==> src/rtl/instr_fetch_queue.sv <==
// Instruction fetch queue: circular buffer feeding a dual-issue stage with two oldest words.
// Optional stall/starve statistics counters are built when IFQ_STATS_EN is defined.
module instr_fetch_queue #(
  parameter int unsigned DEPTH = 8
) (
  input  logic                     clk,
  input  logic                     rst,
  input  logic                     in_valid,
  input  logic [31:0]              in_instr,
  output logic                     in_ready,
  input  logic                     flush,
  input  logic [1:0]               consume,
  output logic [31:0]              out_instr1,
  output logic [31:0]              out_instr2,
  output logic                     out_valid1,
  output logic                     out_valid2,
  output logic [$clog2(DEPTH):0]   count,
  output logic                     consume_err
`ifdef IFQ_STATS_EN
  ,
  output logic [15:0]              full_cycles,
  output logic [15:0]              starve_cycles
`endif
);

  localparam int unsigned AW = $clog2(DEPTH);
  localparam logic [AW:0] FullCnt = (AW+1)'(DEPTH);
  localparam logic [31:0] Nop = 32'h0000_0013;

  logic [31:0]   mem [DEPTH];
  logic [AW-1:0] rd_ptr_q, rd_ptr_d;
  logic [AW-1:0] wr_ptr_q, wr_ptr_d;
  logic [AW:0]   count_q, count_d;
  logic          err_q, err_d;

  logic          push;
  logic [1:0]    cons_eff;
  logic [AW:0]   cons_ext;
  logic [AW:0]   popped;
  logic [AW:0]   push_ext;
  logic [AW-1:0] rd_ptr_p1;

  assign in_ready = (count_q < FullCnt);
  assign push     = in_valid & in_ready;
  // 2'b11 is an illegal request; serve it as 2 and flag it.
  assign cons_eff = (consume == 2'b11) ? 2'b10 : consume;
  assign cons_ext = {{(AW-1){1'b0}}, cons_eff};
  assign popped   = (cons_ext > count_q) ? count_q : cons_ext;
  assign push_ext = {{AW{1'b0}}, push};

  always_comb begin
    rd_ptr_d = rd_ptr_q;
    wr_ptr_d = wr_ptr_q;
    count_d  = count_q;
    err_d    = err_q;
    if (flush) begin
      rd_ptr_d = '0;
      wr_ptr_d = '0;
      count_d  = '0;
    end else begin
      rd_ptr_d = rd_ptr_q + popped[AW-1:0];
      if (push) begin
        wr_ptr_d = wr_ptr_q + 1'b1;
      end
      count_d = count_q + push_ext - popped;
      if ((consume == 2'b11) || (cons_ext > count_q)) begin
        err_d = 1'b1;
      end
    end
  end

  always_ff @(posedge clk or posedge rst) begin
    if (rst) begin
      rd_ptr_q <= '0;
      wr_ptr_q <= '0;
      count_q  <= '0;
      err_q    <= 1'b0;
    end else begin
      rd_ptr_q <= rd_ptr_d;
      wr_ptr_q <= wr_ptr_d;
      count_q  <= count_d;
      err_q    <= err_d;
    end
  end

  // Storage is deliberately not reset; the valid flags gate what is exposed.
  always_ff @(posedge clk) begin
    if (push && !flush) begin
      mem[wr_ptr_q] <= in_instr;
    end
  end

  assign rd_ptr_p1   = rd_ptr_q + 1'b1;
  assign out_valid1  = (count_q >= (AW+1)'(1));
  assign out_valid2  = (count_q >= (AW+1)'(2));
  assign out_instr1  = out_valid1 ? mem[rd_ptr_q] : Nop;
  assign out_instr2  = out_valid2 ? mem[rd_ptr_p1] : Nop;
  assign count       = count_q;
  assign consume_err = err_q;

`ifdef IFQ_STATS_EN
  logic [15:0] full_q, starve_q;

  always_ff @(posedge clk or posedge rst) begin
    if (rst) begin
      full_q   <= '0;
      starve_q <= '0;
    end else begin
      if ((count_q == FullCnt) && (full_q != 16'hFFFF)) begin
        full_q <= full_q + 16'd1;
      end
      if ((count_q < (AW+1)'(2)) && (starve_q != 16'hFFFF)) begin
        starve_q <= starve_q + 16'd1;
      end
    end
  end

  assign full_cycles   = full_q;
  assign starve_cycles = starve_q;
`endif

endmodule

==> config.mk <==
export PLATFORM = sky130hd
export DESIGN_NAME = instr_fetch_queue
export DESIGN_NICKNAME = d
export VERILOG_FILES = /design/src/rtl/instr_fetch_queue.sv
export SDC_FILE = /design/constraint.sdc
export NUM_CORES = 1
export LEC_CHECK = 0
export CORE_ASPECT_RATIO = 1.4
export CORE_UTILIZATION = 45
export CTS_CLUSTER_SIZE = 30
export DETAILED_ROUTE_END_ITERATION = 16
export GPL_TIMING_DRIVEN = 0
export PLACE_DENSITY = 0.7
export SLEW_MARGIN = 10
export SYNTH_ARGS = -nofsm -noshare
export SYNTH_HDL_FRONTEND = slang
export SYNTH_SLANG_ARGS = --single-unit
export TNS_END_PERCENT = 10
==> constraint.sdc <==
create_clock -name clk -period 4.41 [get_ports clk]
set_input_delay 0.441 -clock clk [delete_from_list [all_inputs] [get_ports clk]]
set_output_delay 0.441 -clock clk [all_outputs]
set_load 0.01 [all_outputs]
==> impl_metrics.yaml, run 1 <==
outcome:
  outcome: "finished clean"
detailed_routing:
  drtAntennaViolNets: 0
  avgViaCountPerCell: 5.94
  first_pass_iters: 7
  route.detailed.drc: 0
  detail_route.wl_per_cell_um: 24.5
  drt-initial-drc-count: 625
  drt_wl_total_um: 34400
  num_vias: 8332
die:
  core_area_um2: 28300
  fp.dieH_um: 202
  ios: 110
  design.die.area_um2: 29400
  num_rows: 73
  die_w_um: 145
  floorplan.initialDensity_pct: 45.6
critical_path:
  critical_path.top_delay_family: "buffers and inverters"
  reg2reg_slack_ns: 1.35
  worst-path-buf-inv: 5
  data_arrival_time_of_the_critical_path_ns: 3.76
  cp_common_cell: "buf_2"
  worstPathCellList: "ha_1, buf_2, buf_4, buf_2, buf_2, a211oi_1, a2111oi_2, clkdlybuf4s50_1"
  crit_path_max_cell_delay_ns: 0.64
  cp_data_required_time_ns: 3.97
  crit-reg2reg-launch: "count[1]"
  reg2regPathDepth: 10
  critical_path_peak_fanout: 10
  timing.critical_path.slowest_stage_cell: "clkdlybuf4s50_1"
  type_of_the_setup_path_with_the_least_slack: "register to primary output"
  critical_path_cell_count: 8
  crit_end: "out_instr2[29]"
  startpoint: "rd_ptr_q[0]"
  endpoint_kind: "primary output"
  end_of_the_worst_register_to_register_path: "rd_ptr_q[2]"
  critical_path.startpoint_type: "register"
placement:
  dpl.hpwl_um: 23300
  detailed_place.area_um2: 14700
  post-place-cells: 1357
  place_ws_ns: 0.765
  gp_congestion: 0.810
  port-buffer-count: 109
yosys:
  synth.yosys.warnings: 0
  synthesis.instances: 859
  netlist.area_leader.share_pct: 59.6
  netlist_area_um2: 12900
  synth_nets: 911
  seq_total_area_yosys_pct: 61.7
  most_instantiated_cells_after_synthesis: "edfxtp_1, mux2i_1, mux2_2"
  synth_top_cell_by_area: "edfxtp_1"
  unique_masters_post_synth: 38
  post_synth_edffs: 256
  main_flop_type_after_synthesis: "edfxtp_1"
  yosys_register_bits: 267
  synthMostInstantiatedCell: "edfxtp_1"
  synth_async_sr_flop_share_pct: 4.12
  syn_avg_cell_area_um2: 15.0
  post_synth_main_area_contributors: "edfxtp_1, mux2i_1, mux2_2"
sta:
  worst_slew_pin_slew_ns: 0.978
  final_report_hold_violation_count: 0
  worst_clock_skew_ns: 0.00933
  min_period_over_period_pct: 95.2
  max_slew_violation_count: 0
  finalWorstSetupSlack_ns: 0.210
  unrepaired_setup_endpoints_after_global_routing: "false"
  max_freq_ghz: 0.238
  report.final.setup_viol: 0
  slew_headroom_pct: 34.8
  fin_worst_hold_slack_ns: 0.213
  period_needed_ns: 4.20
layout:
  insertedDiodeCount: 0
  num-nets-final: 1062
  multi_input_area_um2: 4630
  postLayoutCellArea_um2: 15500
  postLayoutCoreUtil_pct: 54.9
  num-fill-cells: 2359
  area.sequential_um2: 7960
  fin_cells: 1403
  layout-area-overhead-vs-synth_pct: 20.4
  share_of_post_route_cells_with_drive_strength_above_1_pct: 18.5
global_route:
  grt_antenna_before_repair: 0
  grt_start_max_net_pins: 22
  grt_pass1_vias: 8745
  grt_remaining_overflow: 0
  gr-usage-all-layers_pct: 23.4
  grt_pass1_wl_um: 51300
power_and_ir_drop:
  cellLeakagePower_nw: 5.17
  p_per_area_nw_per_um2: 746
  ir_worst_vdd_uv: 447
clock_network:
  post_cts.repair.setup_buffers: 0
  clock_tree_from_tritoncts: "yes"
  cts_hold_buffers: 0
  cts.root.buffer_cell: "clkbuf_16"
  htree_levels: 1
  clkSinkCount: 267
  cts_made_buffers: 26
  worst_skew_pair.late_latency_ns: 0.54
  clock_tree.buffer_depth: 3
  cts.repair.resized: 0
  clk_transition_reported_paths_ns: 0.06
run:
  drv.max_cap_violation_count: 0
min_path:
  hp-class: "input pin to async pin"
-- flip-flops by register name (all words and copies together), names as in the netlist --
signal       count
mem            256
rd_ptr_q         3
wr_ptr_q         3
count            4
consume_err      1
-- layout make-up --
type                    count  share of cell area, %
clock inverters            14                  0.660
repair buffers            123                   8.44
flip-flops and latches    267                   51.2
multi-input cells         516                   29.8
inverters                   9                  0.217
well taps                 375                   3.02
plain buffers              67                   2.18
clock buffers              32                   4.47
-- cells by family after synthesis --
kind of cell | share of synthesized area, %
xor gates and xnor gates | 0.466
AOI/OAI and AO/OA | 10.8
and+or+nand+nor | 4.08
DFF | 61.7
buffers and inverters | 2.89
muxes | 18.6
adders and majority gates | 1.47
-- worst min-delay path by stage --
stage	start	to	slack [ns]	depth (start not counted)
after floorplan	rst	consume_err	0.29	1
after global placement	consume_err	consume_err	0.46	1
after detailed placement	consume_err	consume_err	0.46	1
after CTS	rst	consume_err	0.22	2
after global routing	rst	rd_ptr_q[1]	0.26	2
final	rst	rd_ptr_q[1]	0.21	2
-- report_power, final --
group	internal (mW)	switching (mW)
logic	2.94	3.58
clock network	1.18	0.933
registers	2.88	0.0816
total	7.00	4.59
-- per-stage QoR --
step | setup TNS, ns | total power, mW
3_3_place_gp | -227.84 | 9.49
3_5_place_dp | 0 | 9.54
5_1_grt | 0 | 12.1
4_1_cts | 0 | 11.6
6_report | 0 | 11.6
2_1_floorplan | 0 | 6.82
-- placed cells by master (no fill, tap or decap), types with 7 or more instances in the layout --
cell / instances
buf_4: 11
nor2b_1: 37
dfrtp_1: 11
clkbuf_16: 27
nand2_1: 42
mux2_2: 58
o21ai_0: 7
inv_1: 9
a2111oi_2: 21
a22oi_1: 29
a2111oi_1: 8
edfxtp_1: 256
o22ai_1: 29
clkdlybuf4s50_1: 109
buf_2: 34
a221oi_1: 29
a211oi_1: 29
mux2i_1: 161
clkbuf_1: 24
ha_1: 12
-- layer usage --
layer | track usage [%] | up-vias | share of wire (%)
li1 | - | 3742 | -
met1 | 27.3 | 4230 | 38
met2 | 43.1 | 289 | 53
met3 | 3.12 | 71 | 4.9
met4 | 9.81 | 0 | 3.4
met5 | 0 | - | 0
Power figures use the tool's default switching activity.
==> inputs of run 2 (changes only) <==
--- a/config.mk
+++ b/config.mk
@@ -11,6 +11,7 @@
 export DETAILED_ROUTE_END_ITERATION = 16
 export GPL_TIMING_DRIVEN = 0
 export PLACE_DENSITY = 0.7
+export SKIP_LAST_GASP = 1
 export SLEW_MARGIN = 10
 export SYNTH_ARGS = -nofsm -noshare
 export SYNTH_HDL_FRONTEND = slang
==> results of run 2 <==
No change in the layout: final DEF, timing and power equal those of run 1.
==> inputs of run 3 (changes only) <==
--- a/config.mk
+++ b/config.mk
@@ -5,7 +5,9 @@
 export SDC_FILE = /design/constraint.sdc
 export NUM_CORES = 1
 export LEC_CHECK = 0
+export CAP_MARGIN = 10
 export CORE_ASPECT_RATIO = 1.4
+export CORE_MARGIN = 2
 export CORE_UTILIZATION = 45
 export CTS_CLUSTER_SIZE = 30
 export DETAILED_ROUTE_END_ITERATION = 16
==> run 3 against run 2 <==
Worst setup slack got worse by 0.024 ns. Via count rose by 0.30%. Largest power group unchanged. Critical path type unchanged. Critical path depth did not move. Die area rose by 2.4%. Clock power fell by 4%. Global-route usage fell by 0.77 points.
==> impl_metrics.yaml, run 3 (synthesis results as in run 1) <==
outcome:
  outcome: "finished clean"
power_and_ir_drop:
  ir_worst_vdd_uv: 490
  p_per_area_nw_per_um2: 744
  totalPowerFinal_mw: 11.5
  cellLeakagePower_nw: 5.14
global_route:
  grt_pass1_wl_um: 51600
  grt_pass1_vias: 8720
  grt_start_max_net_pins: 22
  grt_antenna_before_repair: 1
  grt_remaining_overflow: 0
  gr-usage-all-layers_pct: 22.7
sta:
  period_needed_ns: 4.22
  worst_clock_skew_ns: 0.00634
  max_slew_violation_count: 0
  min_period_over_period_pct: 95.8
  slew_headroom_pct: 34.0
  max_freq_ghz: 0.237
  report.final.setup_viol: 0
  unrepaired_setup_endpoints_after_global_routing: "false"
  finalWorstSetupSlack_ns: 0.187
  worst_slew_pin_slew_ns: 0.990
  final_report_hold_violation_count: 0
placement:
  port-buffer-count: 109
  place_ws_ns: 0.816
  detailed_place.area_um2: 14700
  dpl.hpwl_um: 23200
  gp_congestion: 0.790
clock_network:
  post_cts.repair.setup_buffers: 0
  cts_made_buffers: 26
  clock_tree_from_tritoncts: "yes"
  clk_transition_reported_paths_ns: 0.06
  cts.repair.resized: 0
  worst_skew_pair.late_latency_ns: 0.52
  htree_levels: 1
  cts_hold_buffers: 0
  clkSinkCount: 267
  cts.root.buffer_cell: "clkbuf_16"
  clock_tree.buffer_depth: 3
detailed_routing:
  drt_wl_total_um: 34500
  drt-initial-drc-count: 649
  drtAntennaViolNets: 0
  route.detailed.drc: 0
  detail_route.wl_per_cell_um: 24.6
  first_pass_iters: 5
  num_vias: 8357
  avgViaCountPerCell: 5.96
die:
  design.die.area_um2: 30100
  num_rows: 73
  floorplan.initialDensity_pct: 45.6
  fp.dieH_um: 204
  ios: 110
  core_area_um2: 28300
  die_w_um: 147
layout:
  largest_register_ff_count: 256
  share_of_post_route_cells_with_drive_strength_above_1_pct: 17.9
  insertedDiodeCount: 0
  layout-area-overhead-vs-synth_pct: 19.9
  layout.cells.most_common_list: "edfxtp_1, mux2i_1, clkdlybuf4s50_1"
  num-nets-final: 1061
  num-fill-cells: 2367
  postLayoutCellArea_um2: 15500
  final_common_cell: "edfxtp_1"
  largest-register: "mem"
critical_path:
  worst-path-buf-inv: 5
  critical_path.startpoint_type: "register"
  cp_common_cell: "buf_2"
  cp_data_required_time_ns: 3.97
  data_arrival_time_of_the_critical_path_ns: 3.78
  type_of_the_setup_path_with_the_least_slack: "register to primary output"
  crit_path_max_cell_delay_ns: 0.65
  worstPathCellList: "ha_1, buf_2, buf_4, buf_2, buf_2, a211oi_1, a2111oi_1, clkdlybuf4s50_1"
  critical_path.top_delay_family: "buffers and inverters"
  timing.critical_path.slowest_stage_cell: "clkdlybuf4s50_1"
  critical_path_peak_fanout: 10
  endpoint_kind: "primary output"
run:
  drv.max_cap_violation_count: 0
min_path:
  hp-class: "input pin to async pin"
## run 3: where the power goes
group	internal, mW	leakage, nW	switching [mW]
registers	2.88	2.45	0.0805
clock network	1.12	0.368	0.907
logic	2.93	2.32	3.60
## run 3: worst paths after layout
check	startpoint	to	slack [ns]	cells after the start
setup / recovery	rd_ptr_q[0]	out_instr2[9]	0.19	8
hold / removal	rst	count[1]	0.23	2
setup reg to reg	count[1]	rd_ptr_q[2]	1.38	10
hold reg to reg	consume_err	consume_err	0.48	1
max in group asynchronous	rst	rd_ptr_q[2]	3.86	2
min in group clk	consume_err	consume_err	0.48	1
## run 3: final cells by class
| class | count | area (um^2) | area share (%) |
|---|---|---|---|
| Clock buffer | 34 | 702 | 4.54 |
| Tap cell | 375 | 469 | 3.03 |
| Multi-Input combinational cell | 516 | 4620 | 29.9 |
| Sequential cell | 267 | 7960 | 51.4 |
| Buffer | 67 | 339 | 2.19 |
| Clock inverter | 13 | 61.3 | 0.396 |
| Timing Repair Buffer | 122 | 1290 | 8.31 |
| Inverter | 9 | 33.8 | 0.218 |
## run 3: per-stage QoR
stage          utilization (%)  hold WS (ns)  setup TNS, ns  std cells
2_1_floorplan                -         0.293              0        859
3_3_place_gp              51.1         0.456        -223.53       1343
3_5_place_dp              52.0         0.456              0       1356
4_1_cts                   54.7         0.244              0       1403
5_1_grt                   54.7         0.276              0       1403
6_report                  54.7         0.229              0       1403
## run 3: layer usage
layer  share of wire [%]  GRT usage, %
met5               0.035             0
met2                  54          41.8
met1                  38          27.3
met3                 5.9          3.04
met4                 2.8          7.55
